File: config.mk
export PLATFORM = sky130hd
export DESIGN_NAME = ram_secure_arbiter_flat
export DESIGN_NICKNAME = d
export VERILOG_FILES = /design/src/rtl/ram_secure_pkg.sv /design/src/rtl/ram_secure_arbiter_if.sv /design/src/rtl/ram_rr_arbiter.sv /design/src/rtl/ram_secure_arbiter.sv /design/src/flat_wrapper.sv
export SDC_FILE = /design/constraint.sdc
export NUM_CORES = 1
export LEC_CHECK = 0
export CORE_AREA = 2 2 124 126
export DETAILED_ROUTE_END_ITERATION = 10
export DIE_AREA = 0 0 126 128
export HOLD_SLACK_MARGIN = 0.06
export SKIP_LAST_GASP = 1
export SYNTH_ARGS = -nofsm -noshare
export SYNTH_HDL_FRONTEND = slang
export SYNTH_SLANG_ARGS = --single-unit
File: constraint.sdc
create_clock -name clk_i -period 3 [get_ports clk_i]
set_clock_uncertainty 0.05 [all_clocks]
set_input_delay 0.45 -clock clk_i [delete_from_list [all_inputs] [get_ports clk_i]]
set_output_delay 0.45 -clock clk_i [all_outputs]
set_load 0.02 [all_outputs]
File: src/rtl/ram_secure_pkg.sv
`default_nettype none
// ============================================================================
// ram_secure_pkg -- shared constants and response-tag type for the RAM arbiter
// Rev 1.0
// ============================================================================
package ram_secure_pkg;

  localparam int RamLatency      = 2;
  localparam int MemAddrBits     = 9;
  localparam int NumPortsDefault = 2;
  localparam int PortIdxBits     = $clog2(NumPortsDefault);

  typedef struct packed {
    logic                   valid;
    logic [PortIdxBits-1:0] idx;
    logic                   err;
  } tag_t;

endpackage
`default_nettype wire

File: src/rtl/ram_secure_arbiter_if.sv
`default_nettype none
// ============================================================================
// ram_secure_arbiter_if -- requester-side and RAM-side bus of the arbiter
// Rev 1.0
// ============================================================================
interface ram_secure_arbiter_if
  import ram_secure_pkg::*;
#(
  parameter int NumPorts = NumPortsDefault
);

  logic [NumPorts-1:0]    req_i;
  logic [NumPorts-1:0]    we_i;
  logic [4*NumPorts-1:0]  be_i;
  logic [32*NumPorts-1:0] addr_i;
  logic [32*NumPorts-1:0] wdata_i;
  logic [NumPorts-1:0]    gnt_o;
  logic [NumPorts-1:0]    rvalid_o;
  logic [NumPorts-1:0]    err_o;
  logic [32*NumPorts-1:0] rdata_o;

  logic                   ram_req_o;
  logic                   ram_we_o;
  logic [3:0]             ram_be_o;
  logic [31:0]            ram_addr_o;
  logic [31:0]            ram_wdata_o;
  logic                   ram_gnt_i;
  logic                   ram_rvalid_i;
  logic [31:0]            ram_rdata_i;

  modport slave (
    input  req_i, we_i, be_i, addr_i, wdata_i,
    output gnt_o, rvalid_o, err_o, rdata_o,
    output ram_req_o, ram_we_o, ram_be_o, ram_addr_o, ram_wdata_o,
    input  ram_gnt_i, ram_rvalid_i, ram_rdata_i
  );

  modport master (
    output req_i, we_i, be_i, addr_i, wdata_i,
    input  gnt_o, rvalid_o, err_o, rdata_o,
    input  ram_req_o, ram_we_o, ram_be_o, ram_addr_o, ram_wdata_o,
    output ram_gnt_i, ram_rvalid_i, ram_rdata_i
  );

endinterface
`default_nettype wire

File: src/rtl/ram_rr_arbiter.sv
`default_nettype none
// ============================================================================
// ram_rr_arbiter -- combinational round-robin pick with a registered pointer
// Rev 1.0
// ============================================================================
module ram_rr_arbiter #(
  parameter  int NumPorts = 2,
  localparam int IdxBits  = $clog2(NumPorts)
) (
  input  logic                clk_i,
  input  logic                rst_ni,
  input  logic [NumPorts-1:0] req,
  output logic [NumPorts-1:0] gnt,
  output logic [IdxBits-1:0]  idx,
  output logic                valid
);

  logic [IdxBits-1:0] last_q;
  logic [IdxBits-1:0] cand;

  // Search starts one past the previous winner and wraps, so the last winner
  // is considered only after every other port.
  always_comb begin
    gnt   = '0;
    idx   = '0;
    valid = 1'b0;
    cand  = '0;
    for (int off = 1; off <= NumPorts; off++) begin
      cand = IdxBits'((int'(last_q) + off) % NumPorts);
      if (!valid && req[cand]) begin
        valid     = 1'b1;
        gnt[cand] = 1'b1;
        idx       = cand;
      end
    end
  end

  always_ff @(posedge clk_i or negedge rst_ni) begin
    if (!rst_ni) begin
      last_q <= IdxBits'(NumPorts - 1);
    end else if (valid) begin
      last_q <= idx;
    end
  end

endmodule
`default_nettype wire

File: src/rtl/ram_secure_arbiter.sv
`default_nettype none
// ============================================================================
// ram_secure_arbiter -- shares the single-port secure RAM between requesters
// Rev 1.0
// ============================================================================
module ram_secure_arbiter
  import ram_secure_pkg::*;
#(
  parameter int NumPorts    = NumPortsDefault,
  parameter int MemAddrBits = ram_secure_pkg::MemAddrBits,
  parameter int RamLatency  = ram_secure_pkg::RamLatency
) (
  input  logic                 clk_i,
  input  logic                 rst_ni,
  ram_secure_arbiter_if.slave  bus
);

  localparam int IdxBits = $clog2(NumPorts);

  if (NumPorts > (1 << PortIdxBits)) begin : g_idx_width_check
    $error("tag port index too narrow for NumPorts");
  end

  logic [NumPorts-1:0]    req_v;
  logic [NumPorts-1:0]    gnt;
  logic [IdxBits-1:0]     win;
  logic                   any;
  logic                   oor;
  logic                   ram_req;
  logic [31:0]            win_addr;
  tag_t                   tag_q [RamLatency];
  tag_t                   last;
  logic [NumPorts-1:0]    rvalid;
  logic [NumPorts-1:0]    err;
  logic [32*NumPorts-1:0] rdata;

  // Requests are ignored while reset is held so grants read zero in reset.
  assign req_v = bus.req_i & {NumPorts{rst_ni}};

  ram_rr_arbiter #(.NumPorts(NumPorts)) u_rr (
    .clk_i  (clk_i),
    .rst_ni (rst_ni),
    .req    (req_v),
    .gnt    (gnt),
    .idx    (win),
    .valid  (any)
  );

  assign bus.gnt_o = gnt;

  assign win_addr = bus.addr_i[32*win +: 32];
  assign oor      = |win_addr[31:MemAddrBits];
  assign ram_req  = any & ~oor;

  // Operands reach the RAM only on a real RAM request; otherwise held at zero.
  assign bus.ram_req_o   = ram_req;
  assign bus.ram_we_o    = ram_req & bus.we_i[win];
  assign bus.ram_be_o    = ram_req ? bus.be_i[4*win +: 4]     : 4'h0;
  assign bus.ram_addr_o  = ram_req ? win_addr                 : 32'h0;
  assign bus.ram_wdata_o = ram_req ? bus.wdata_i[32*win +: 32] : 32'h0;

  always_ff @(posedge clk_i or negedge rst_ni) begin
    if (!rst_ni) begin
      for (int i = 0; i < RamLatency; i++) begin
        tag_q[i] <= '0;
      end
    end else begin
      tag_q[0] <= '{valid: any, idx: PortIdxBits'(win), err: any & oor};
      for (int i = 1; i < RamLatency; i++) begin
        tag_q[i] <= tag_q[i-1];
      end
    end
  end

  assign last = tag_q[RamLatency-1];

  always_comb begin
    rvalid = '0;
    err    = '0;
    rdata  = '0;
    for (int p = 0; p < NumPorts; p++) begin
      if (last.valid && (last.idx == PortIdxBits'(p))) begin
        rvalid[p] = 1'b1;
        err[p]    = last.err;
        if (!last.err) begin
          rdata[32*p +: 32] = bus.ram_rdata_i;
        end
      end
    end
  end

  assign bus.rvalid_o = rvalid;
  assign bus.err_o    = err;
  assign bus.rdata_o  = rdata;

  a_rvalid_matches_tag : assert property (@(posedge clk_i) disable iff (!rst_ni)
    bus.ram_rvalid_i == (last.valid && !last.err));

  a_gnt_matches_req : assert property (@(posedge clk_i) disable iff (!rst_ni)
    bus.ram_gnt_i == bus.ram_req_o);

endmodule
`default_nettype wire

File: src/flat_wrapper.sv
// flat-port wrapper written by rule: the top's interface ports become plain ports
module ram_secure_arbiter_flat import ram_secure_pkg::*;
#(
  parameter int NumPorts    = NumPortsDefault,
  parameter int MemAddrBits = ram_secure_pkg::MemAddrBits,
  parameter int RamLatency  = ram_secure_pkg::RamLatency
)
  (clk_i, rst_ni, bus_req_i, bus_we_i, bus_be_i, bus_addr_i, bus_wdata_i, bus_gnt_o, bus_rvalid_o, bus_err_o, bus_rdata_o, bus_ram_req_o, bus_ram_we_o, bus_ram_be_o, bus_ram_addr_o, bus_ram_wdata_o, bus_ram_gnt_i, bus_ram_rvalid_i, bus_ram_rdata_i);
  ram_secure_arbiter_if #(.NumPorts(NumPorts)) bus_i ();
  input  logic clk_i;
  input  logic rst_ni;
  input wire logic [$bits(bus_i.req_i)-1:0] bus_req_i;
  input wire logic [$bits(bus_i.we_i)-1:0] bus_we_i;
  input wire logic [$bits(bus_i.be_i)-1:0] bus_be_i;
  input wire logic [$bits(bus_i.addr_i)-1:0] bus_addr_i;
  input wire logic [$bits(bus_i.wdata_i)-1:0] bus_wdata_i;
  output wire logic [$bits(bus_i.gnt_o)-1:0] bus_gnt_o;
  output wire logic [$bits(bus_i.rvalid_o)-1:0] bus_rvalid_o;
  output wire logic [$bits(bus_i.err_o)-1:0] bus_err_o;
  output wire logic [$bits(bus_i.rdata_o)-1:0] bus_rdata_o;
  output wire logic [$bits(bus_i.ram_req_o)-1:0] bus_ram_req_o;
  output wire logic [$bits(bus_i.ram_we_o)-1:0] bus_ram_we_o;
  output wire logic [$bits(bus_i.ram_be_o)-1:0] bus_ram_be_o;
  output wire logic [$bits(bus_i.ram_addr_o)-1:0] bus_ram_addr_o;
  output wire logic [$bits(bus_i.ram_wdata_o)-1:0] bus_ram_wdata_o;
  input wire logic [$bits(bus_i.ram_gnt_i)-1:0] bus_ram_gnt_i;
  input wire logic [$bits(bus_i.ram_rvalid_i)-1:0] bus_ram_rvalid_i;
  input wire logic [$bits(bus_i.ram_rdata_i)-1:0] bus_ram_rdata_i;
  assign bus_i.req_i = bus_req_i;
  assign bus_i.we_i = bus_we_i;
  assign bus_i.be_i = bus_be_i;
  assign bus_i.addr_i = bus_addr_i;
  assign bus_i.wdata_i = bus_wdata_i;
  assign bus_gnt_o = bus_i.gnt_o;
  assign bus_rvalid_o = bus_i.rvalid_o;
  assign bus_err_o = bus_i.err_o;
  assign bus_rdata_o = bus_i.rdata_o;
  assign bus_ram_req_o = bus_i.ram_req_o;
  assign bus_ram_we_o = bus_i.ram_we_o;
  assign bus_ram_be_o = bus_i.ram_be_o;
  assign bus_ram_addr_o = bus_i.ram_addr_o;
  assign bus_ram_wdata_o = bus_i.ram_wdata_o;
  assign bus_i.ram_gnt_i = bus_ram_gnt_i;
  assign bus_i.ram_rvalid_i = bus_ram_rvalid_i;
  assign bus_i.ram_rdata_i = bus_ram_rdata_i;
  ram_secure_arbiter #(.NumPorts(NumPorts), .MemAddrBits(MemAddrBits), .RamLatency(RamLatency)) u_core (.clk_i(clk_i), .rst_ni(rst_ni), .bus(bus_i));
endmodule
### After elaboration in Yosys (flattened, before gate mapping)

Index checks and enable logic that the tools add are counted.

| storage, ports and cells | value |
|---|---|
| bits in registers | 7 |
| logic and storage cells | 57 |

| cells by class | value |
|---|---|
| add/subtract/negate cells | 2 |
| $lt $le $gt $ge | 5 |
| shift operators | 3 |
| multiplexer cells | 26 |
| bitwise gates (word level) | 7 |
| reduce and logical (&&, ||, !) cells | 7 |

Operators by type and width:

| operator | count |
|---|---|
| 2-to-1 mux 32 bit | 5 |
| indexed part select 64 x 7 -> 32 bit | 2 |
| OR reduction 23 bit | 1 |
| 2-to-1 mux 1 bit | 16 |
| indexed part select 8 x 4 -> 4 bit | 1 |
| < comparator 1 x 2 -> 1 bit (second input constant) | 3 |
| logical AND 1 bit | 5 |
| 2-to-1 mux 2 bit | 2 |
| 2-to-1 mux 4 bit | 1 |
| bitwise AND 1 bit | 3 |
| adder 1 bit (second input constant) | 2 |
| bitwise AND 2 bit | 1 |
| demux 1 bit (select 1 bit) | 2 |
| greater-or-equal comparator 1 bit (second input constant) | 2 |
| NOT 1 bit | 2 |
| bitwise OR 2 bit | 1 |
| logical NOT 1 bit | 1 |

### Depth between registers and ports, before layout

| logic depth | value |
|---|---|
| depth in word-level cells | 12 |
| mapped depth | 8 |
| depth with buffers taken out | 6 |

### Hierarchy

Synthesis repeated with hierarchy kept, for this count alone.

| unflattened totals | value |
|---|---|
| cells, all modules | 287 |
| area total of the unflattened synthesis | 2,153.3 um2 |

By module, submodules not included:

| module | times used | cells an instance | area each (um2) |
|---|---|---|---|
| ram_secure_arbiter | 1 | 279 | 2,085.8 |
| ram_rr_arbiter | 1 | 8 | 67.6 |

### Least setup slack after synthesis

No wires, ideal clock.

| path | value |
|---|---|
| path type | input to output |
| start | input bus_addr_i[29] |
| end | output bus_ram_wdata_o[10] |
| data arrival time | 1.746 ns |
| required time | 2.500 ns |
| path slack | 0.754 ns |
| stages | 5 |
| buffers on the path | 1 |
| cell sequence | or3_1 nor4_2 o211ai_2 buf_2 a21oi_1 |

| on the way | value |
|---|---|
| word-level cells in the longest chain between the ends | 5 |

Ends and longest elaborated chain:

| item | RTL line | source |
|---|---|---|
| from (decl) | flat_wrapper.sv:15 | `input wire logic [$bits(bus_i.addr_i)-1:0] bus_addr_i;` |
| indexed part select 64 x 7 -> 32 bit | ram_secure_arbiter.sv:51 | `assign win_addr = bus.addr_i[32*win +: 32];` |
| OR reduction 23 bit | ram_secure_arbiter.sv:52 | `assign oor = \|win_addr[31:MemAddrBits];` |
| NOT 1 bit | ram_secure_arbiter.sv:53 | `assign ram_req = any & ~oor;` |
| bitwise AND 1 bit | ram_secure_arbiter.sv:53 |  |
| 2-to-1 mux 32 bit | ram_secure_arbiter.sv:60 | `assign bus.ram_wdata_o = ram_req ? bus.wdata_i[32*win +: 32] : 32'h0;` |
| to (decl) | flat_wrapper.sv:25 | `output wire logic [$bits(bus_i.ram_wdata_o)-1:0] bus_ram_wdata_o;` |

Every way passes these cells.

### Worst setup path after layout

| path | value |
|---|---|
| start | input rst_ni |
| end | output bus_ram_wdata_o[1] |

| on the way | value |
|---|---|
| word-level cells in the longest chain between the ends | 12 |

Ends and longest elaborated chain:

| item | RTL line | source |
|---|---|---|
| from (decl) | flat_wrapper.sv:11 | `input logic rst_ni;` |
| bitwise AND 2 bit (*) | ram_secure_arbiter.sv:38 | `assign req_v = bus.req_i & {NumPorts{rst_ni}};` |
| 2-to-1 mux 1 bit (not written as such) (2 in series) | ram_rr_arbiter.sv:30 | `if (!valid && req[cand]) begin` |
| 2-to-1 mux 1 bit | ram_rr_arbiter.sv:30 |  |
| logical NOT 1 bit | ram_rr_arbiter.sv:30 |  |
| logical AND 1 bit | ram_rr_arbiter.sv:30 |  |
| 2-to-1 mux 1 bit | ram_rr_arbiter.sv:30 |  |
| indexed part select 64 x 7 -> 32 bit | ram_secure_arbiter.sv:51 |  |
| OR reduction 23 bit | ram_secure_arbiter.sv:52 |  |
| NOT 1 bit | ram_secure_arbiter.sv:53 |  |
| bitwise AND 1 bit | ram_secure_arbiter.sv:53 |  |
| 2-to-1 mux 32 bit (*) | ram_secure_arbiter.sv:60 |  |

Every way passes the cells marked *; elsewhere a longest branch is shown, timed or not. The select of a mux whose other input is x is not followed.

==> results.py <==
metrics = {
    "status": {
        "status": "finished, final reports clean",
    },
    "grt": {
        "grt_use_total_pct": 11.9,
        "grt_pass1_vias": 3137,
        "grt_start_max_net_pins": 38,
        "antenna_found_initial": 2,
        "grt.overflow.total": 0,
        "grt_pass1_wl_mm": 15.7,
    },
    "route": {
        "wl_mm": 10.6,
        "highest_layer": "met5",
        "drt_iter0_markers": 58,
        "ant_nets": 0,
        "firstDrtPassIters": 4,
        "drc": 0,
        "drt-met1-wl_mm": 4.13,
        "met3_length_mm": 1.15,
        "wl_per_cell_um": 13.2,
        "dr_wl_met2_mm": 5.23,
        "vias": 3121,
        "vias_per_cell": 3.89,
    },
    "clock_network": {
        "clk-insertion-delay-late_ps": 230,
        "cts-buffers-inserted": 3,
        "cts_tree": "done",
        "clkTransAtPathRegs_ps": 40,
        "root_buffer": "clkbuf_16",
        "cts.path.max_buffers": 2,
        "h-tree-depth": 1,
        "clock_sinks": 7,
    },
    "worst_setup_path": {
        "endpoint_kind": "primary output",
        "required_ps": 2500,
        "cp.arrival_ps": 2400,
        "start_kind": "input pin",
        "worstSetupPathType": "in2out",
        "r2r_setup_slack_ps": 1320,
        "cp_max_fo": 13,
    },
    "final_layout": {
        "fin_area_mm2": 0.00495,
        "drive_gt1_share_pct": 18.2,
        "n_antenna_cell": 0,
        "final_cell_mix": "clkdlybuf4s50_1 (238), nand2_1 (100), nor2_1 (64)",
        "final_util_pct": 33.3,
        "stdcell_count": 802,
        "final_common_cell": "clkdlybuf4s50_1",
        "fin_nets": 791,
        "areaGrowthSynthToFinish_pct": 170,
    },
    "sta": {
        "finalCriticalPeriod_ps": 2900,
        "hold_slack_ps": 296,
        "rsz0062_at_grt": "true",
        "drv_slew": 0,
        "finalCritPeriodShare_pct": 96.5,
        "max_freq_mhz": 345,
        "worstMarginPinSlew_ps": 826,
        "hold_viol": 0,
        "timing.slew.headroom_pct": 44.9,
        "setup_violations": 0,
    },
    "logic_synthesis": {
        "syn_area_mm2": 0.00184,
        "syn_avg_cell_area_um2": 5.58,
        "synth_cells": 329,
        "yosys.area.top_type": "nand2_1",
        "yosysWarnings": 0,
        "synth_top_area_share_pct": 20.4,
        "synthTopCellsByArea": "nand2_1 (20%), a21oi_2 (14%), nor2_1 (13%), nand2b_1 (11%), buf_4 (9.4%)",
        "ys_types": 24,
        "ys_seq_area_share_pct": 9.60,
        "ys_ff_latch": 7,
    },
    "placement": {
        "io_buffers": 290,
        "place_congestion": 0.687,
        "dpl.hpwl_mm": 8.58,
        "place_area_mm2": 0.00487,
        "placed_cells": 794,
    },
    "floorplan": {
        "die_width_um": 126,
        "initial_utilization_pct": 12.4,
        "core.rowCount": 45,
        "die_h_um": 128,
        "core_area_mm2": 0.0149,
        "ios": 316,
        "die-area_mm2": 0.0161,
    },
    "power": {
        "powerDensity_mw_per_mm2": 171,
        "vdd_ir_drop_max_uv": 125,
        "leakage_nw": 2.06,
        "power_w": 0.000849,
    },
    "min_path": {
        "hold_path.class": "reg2reg",
    },
    "flow_run": {
        "maxCapViolations": 0,
    },
}
-- worst paths after layout --
| path | start | end | depth (start not counted) |
|---|---|---|---|
| max | rst_ni | bus_ram_wdata_o[1] | 10 |
| min in group asynchronous | rst_ni | u_core.tag_q[5]$_DFF_PN0_ | 2 |
| min | u_core.tag_q[3]$_DFF_PN0_ | u_core.last[0]$_DFF_PN0_ | 0 |
| min reg2reg | u_core.tag_q[3]$_DFF_PN0_ | u_core.last[0]$_DFF_PN0_ | 0 |
| max reg2reg | u_core.u_rr.last_q$_DFFE_PN1P_ | u_core.tag_q[3]$_DFF_PN0_ | 6 |
| max in group asynchronous | rst_ni | u_core.u_rr.last_q$_DFFE_PN1P_ | 2 |
-- routing by layer --
metal,vias up,GRT usage (%)
li1,1563,-
met1,1358,13.8
met2,194,22.0
met3,4,3.59
met4,2,1.55
met5,-,0
-- logic make-up (layout without fill, tap and decap cells) --
group / count (synthesis) / in the layout / synth area share (%)
compound gates: 52 / 52 / 20.8
other cells: 1 / 23 / 0.204
simple gates: 214 / 214 / 51.2
buf+inv: 54 / 317 / 17.5
mux: 1 / 1 / 0.613
flops: 7 / 7 / 9.60
-- layout make-up --
class | count | area, um^2
sequential | 7 | 176
inverter | 6 | 26.3
tap | 188 | 235
clock buffer | 4 | 78.8
fill | 1643 | 9910
multi-input combinational | 290 | 1490
timing repair buffer | 307 | 2950
-- state kept, by name (all words and copies together), names as in the netlist --
register            count
u_core.last             3
u_core.tag_q            3
u_core.u_rr.last_q      1
-- through the flow --
step | TNS, ps | setup WS (ps)
floorplan | 0 | 754
global placement | -18940 | -552
detailed placement | -18250 | -529
CTS | 0 | 6.68
global route | -732 | -68.8
finish | 0 | 104
-- cell usage after synthesis (all sizes together) --
| cell type | n |
|---|---|
| and2 | 2 |
| o211ai | 1 |
| nor4 | 12 |
| a21oi | 47 |
| clkbuf | 18 |
| or3 | 2 |
| dfrtp | 6 |
| buf | 30 |
| a21o | 1 |
| nor2 | 64 |
| conb | 1 |
| inv | 6 |
| nand2 | 100 |
| o21ai | 2 |
| mux2 | 1 |
| and3 | 1 |
| dfstp | 1 |
| o21a | 1 |
| nand2b | 33 |
-- repair_timing --
item,in CTS,in global routing
pin swaps,3,4
endpoints found under the setup margin,47,43
hold buffers,0,0
resized for setup,187,50
buffers inserted,0,2
cloned,0,2
-- report_power, final --
| part | switching (W) | internal [W] | leakage, nW |
|---|---|---|---|
| registers | 0.0000116 | 0.000105 | 0.0859 |
| logic | 0.000214 | 0.000297 | 1.94 |
| clock network | 0.0000459 | 0.000176 | 0.0382 |
| total | 0.000271 | 0.000578 | 2.06 |
-- worst max-delay path: stages --
cell and delay [ps]:
clkdlybuf4s50_1 480, nand2_1 80, a21o_4 220, clkinvlp_4 110
nor4_4 50, buf_4 140, o211ai_4 330, buf_4 290
a21oi_1 70, buf_4 160
Power figures use the tool's default switching activity.
